### src/rtl/serial_mag_cmp.sv
// Bit-serial unsigned magnitude comparator.
// Walks both operands MSB-first and stops at the first differing bit.
module serial_mag_cmp #(
    parameter int N = 8
) (
    input  logic         clk,
    input  logic         reset,
    input  logic         start,
    input  logic [N-1:0] a,
    input  logic [N-1:0] b,
    output logic         ready,
    output logic         done,
    output logic         eq,
    output logic         gt,
    output logic         lt
);

    localparam int CW = $clog2(N + 1);

    typedef enum logic [1:0] {
        IDLE,
        RUN,
        DONE
    } state_t;

    state_t state, state_next;

    logic [N-1:0]  sa, sb;
    logic [CW-1:0] cnt;
    logic          eq_r, gt_r, lt_r;
    logic          x, y, e, last;

    assign x    = sa[N-1];
    assign y    = sb[N-1];
    assign e    = (x & y) | (~x & ~y);
    assign last = (cnt == CW'(1));

    always_ff @(posedge clk) begin
        if (reset) state <= IDLE;
        else       state <= state_next;
    end

    always_comb begin
        state_next = state;
        ready      = 1'b0;
        done       = 1'b0;
        case (state)
            IDLE: begin
                ready = 1'b1;
                if (start) state_next = RUN;
            end
            RUN: begin
                if (!e || last) state_next = DONE;
            end
            DONE: begin
                done       = 1'b1;
                state_next = IDLE;
            end
            default: state_next = IDLE;
        endcase
    end

    // Flags are cleared on acceptance and set only on the edge into DONE.
    always_ff @(posedge clk) begin
        if (reset) begin
            sa   <= '0;
            sb   <= '0;
            cnt  <= '0;
            eq_r <= 1'b0;
            gt_r <= 1'b0;
            lt_r <= 1'b0;
        end else begin
            case (state)
                IDLE: begin
                    if (start) begin
                        sa   <= a;
                        sb   <= b;
                        cnt  <= CW'(N);
                        eq_r <= 1'b0;
                        gt_r <= 1'b0;
                        lt_r <= 1'b0;
                    end
                end
                RUN: begin
                    if (!e) begin
                        gt_r <= x & ~y;
                        lt_r <= ~x & y;
                    end else if (last) begin
                        eq_r <= 1'b1;
                    end else begin
                        sa  <= sa << 1;
                        sb  <= sb << 1;
                        cnt <= cnt - CW'(1);
                    end
                end
                default: ;
            endcase
        end
    end

    assign eq = eq_r;
    assign gt = gt_r;
    assign lt = lt_r;

endmodule

### config.mk
export PLATFORM = sky130hd
export DESIGN_NAME = serial_mag_cmp
export DESIGN_NICKNAME = d
export VERILOG_FILES = /design/src/rtl/serial_mag_cmp.sv
export SDC_FILE = /design/constraint.sdc
export NUM_CORES = 1
export LEC_CHECK = 0
export CORE_MARGIN = 10
export CORE_UTILIZATION = 40
export CTS_CLUSTER_DIAMETER = 150
export DETAILED_ROUTE_END_ITERATION = 8
export DONT_BUFFER_PORTS = 1
export SLEW_MARGIN = 20
export SYNTH_ARGS = -nofsm -noshare
export SYNTH_HDL_FRONTEND = slang
export SYNTH_SLANG_ARGS = --single-unit
### constraint.sdc
create_clock -name clk -period 2.5 [get_ports clk]
set_clock_uncertainty 0.05 [all_clocks]
set_input_delay 0.375 -clock clk [delete_from_list [all_inputs] [get_ports clk]]
set_output_delay 0.375 -clock clk [all_outputs]
set_load 0.02 [all_outputs]
==> qor.yml <==
status:
  status: "complete, no violations"
sta:
  hold_viol_final: 0
  fin_setup_tns_ps: 0
  min_period_ps: 2040
  tightest_slew_ps: 652
  max_clock_freq_mhz: 491
  setup_violations: 0
  max_slew_margin: 0.565
  rsz0062_at_grt: "no"
  maxSlewViolCount: 0
  min_period_over_period: 0.814
logic_synthesis:
  synth_edf_count: 0
  async_flop_share: 0
  syn_nets: 158
  yosysTopAreaCell: "dfxtp_1"
  dominantRegCellSynth: "dfxtp_1"
  yosysWarnings: 0
  syn_inst: 135
  ys_ff_latch: 25
  syn-cell-area_um2: 1290
  syn_area_per_cell_um2: 9.56
  ys_top_cells_by_area: "dfxtp_1, mux2i_1, a211oi_1"
  yosysSeqAreaShare: 0.388
  synth_top_area_share: 0.388
  ys_types: 35
cts:
  worst_skew_pair.late_latency_ps: 330
  clockBufferDepth: 2
  numCtsBuffers: 3
  cts_root_buf: "clkbuf_4"
  cts.clk_slew.worst_paths_ps: 150
  cts_hold_buffers: 0
  htreeDepth: 1
  cts_setup_buffers: 0
  ctsResizeCount: 0
  cts_sinks: 25
  cts_tree: "built"
cells_and_area:
  drive_above_1_share: 0.0846
  num_antenna_cells: 0
  nNetsFinal: 154
  fillers: 311
  final-instance-count-excl-fill: 174
  areaGrowthSynthToFinish_pct: 1.65
  final_util: 0.426
worst_setup_path:
  reg2reg_from: "sa[7]$_SDFFE_PP0P_"
  ff2ff_setup_slack_ps: 460
  path_buf_inv: 1
  worstSetupPathType: "register to register"
  crit_family: "compound AO/OA/AOI/OAI gates"
  endpoint_kind: "register"
  cpMaxStageDelayCell: "o2bb2ai_4"
  r2r_end: "cnt[1]$_SDFFE_PP0P_"
  slowest_delay_ps: 540
  worstPathMaxFanout: 31
  path_cells: "inv_1 > ha_1 > nand3b_4 > o2bb2ai_4 > o21ai_0 > and2b_1"
  critPathLaunchType: "register"
  critPathRequiredTime_ps: 2690
  reg2reg_depth: 6
  crit_arrival_ps: 2230
worst_hold_path:
  worstHoldEndpoint: "sa[2]$_SDFFE_PP0P_"
  hold_start: "reset"
  hold_class: "input pin to register"
  whs_path_depth: 1
global_routing:
  gr-usage-all-layers: 0.0826
  overflow: 0
  antenna_found_initial: 0
  grt_pass1_vias: 884
  grt_max_degree: 32
  grt_pass1_wl_um: 4020
drt:
  wl_per_cell_um: 14.6
  vias_per_cell: 5.30
  first_pass_iters: 4
  drt_iter0_drc: 10
  vias: 923
  ant_nets: 0
  wl_um: 2540
  route.detailed.drc: 0
run:
  maxCapViolCount: 0
floorplanning:
  die_w_um: 76.8
  start_util: 0.419
  die_h_um: 76.8
  design.die.area_um2: 5900
  coreArea_um2: 3080
  io_pins: 24
  fp-row-count: 20
placed_design:
  hpwl_um: 1870
  numPortBuffers: 0
  finalWeightedCongestion: 0.777
  placedCellCount: 170
power_and_ir_drop:
  cellLeakagePower_nw: 0.481
  vdd_drop_max_mv: 0.315
  p_per_area_nw_per_um2: 763
[worst max-delay path by stage]
stage,cells past startpoint,to,startpoint,slack [ps]
after floorplan,8,cnt[1]$_SDFFE_PP0P_,sa[7]$_SDFFE_PP0P_,920
after global placement,6,cnt[1]$_SDFFE_PP0P_,sa[7]$_SDFFE_PP0P_,580
after detailed placement,6,cnt[1]$_SDFFE_PP0P_,sa[7]$_SDFFE_PP0P_,490
after CTS,6,cnt[1]$_SDFFE_PP0P_,sa[7]$_SDFFE_PP0P_,470
after global routing,6,sb[5]$_SDFFE_PP0P_,sa[7]$_SDFFE_PP0P_,290
final,6,cnt[1]$_SDFFE_PP0P_,sa[7]$_SDFFE_PP0P_,460
[synth_stat cells, drive strengths merged (2+ instances only)]
library cell,count
mux2i,14
a31oi,4
a2bb2oi,2
clkbuf,3
nand2,2
nor3b,2
o21ai,2
a211oi,15
inv,5
nor2b,5
buf,7
and2b,2
dfxtp,25
nor2,21
ha,4
nand2b,2
a21oi,8
[routing by layer]
layer	vias up	GRT usage	wire length (um)
met1	426	0.0914	1110
li1	478	-	-
met3	4	0.0385	206
met5	-	0	0
met2	15	0.131	1190
met4	0	0.0390	35
[where the power goes]
part,internal (mW),leakage [nW],switching (mW)
sequential,0.461,0.206,0.0550
clock,0.0613,0.0139,0.133
combinational,0.131,0.261,0.159
total,0.653,0.481,0.347
[registers in the layout, summed over array words and instances, names as in the netlist]
name and cells:
state 2, lt 1, cnt 4, gt 1, sa 8, eq 1
sb 8
[logic make-up after synthesis]
logic type,Yosys count,share of synthesized area
and+or+nand+nor,42,0.192
AOI/OAI and AO/OA,35,0.203
DFF,25,0.388
buffers and inverters,15,0.0698
muxes,14,0.109
adders and majority gates,4,0.0388
[cell type report]
class                           count  area [um^2]  share of cell area
Clock buffer                        3         22.5              0.0172
Clock inverter                      1         7.51             0.00573
Inverter                            5         18.8              0.0143
Multi-Input combinational cell     95          699               0.533
Sequential cell                    25          500               0.382
Tap cell                           44         55.1              0.0420
Timing Repair Buffer                1         7.51             0.00573
[layout by cell type (no fill, tap or decap), types with 2 or more instances in the layout]
master / instances
nor2b_1: 5
a21oi_1: 8
nand2_1: 2
inv_1: 5
a2bb2oi_1: 2
nor2_1: 20
dfxtp_1: 25
a211oi_1: 14
ha_1: 4
mux2i_1: 14
o21ai_0: 2
clkbuf_4: 3
and2b_1: 2
a31oi_1: 4
nand2b_1: 2
[per-stage QoR]
step | setup slack, ps | hold slack [ps] | area (um^2) | power [mW]
floorplan | 918 | 420 | 1290 | 0.798
global placement | 578 | 397 | 1280 | 0.806
detailed placement | 492 | 399 | 1280 | 0.816
CTS | 474 | 25.4 | 1310 | 1.01
global route | 294 | 8.41 | 1310 | 1.07
finish | 465 | 37.0 | 1310 | 1.00
No activity file was read; power rests on OpenSTA's default activity.
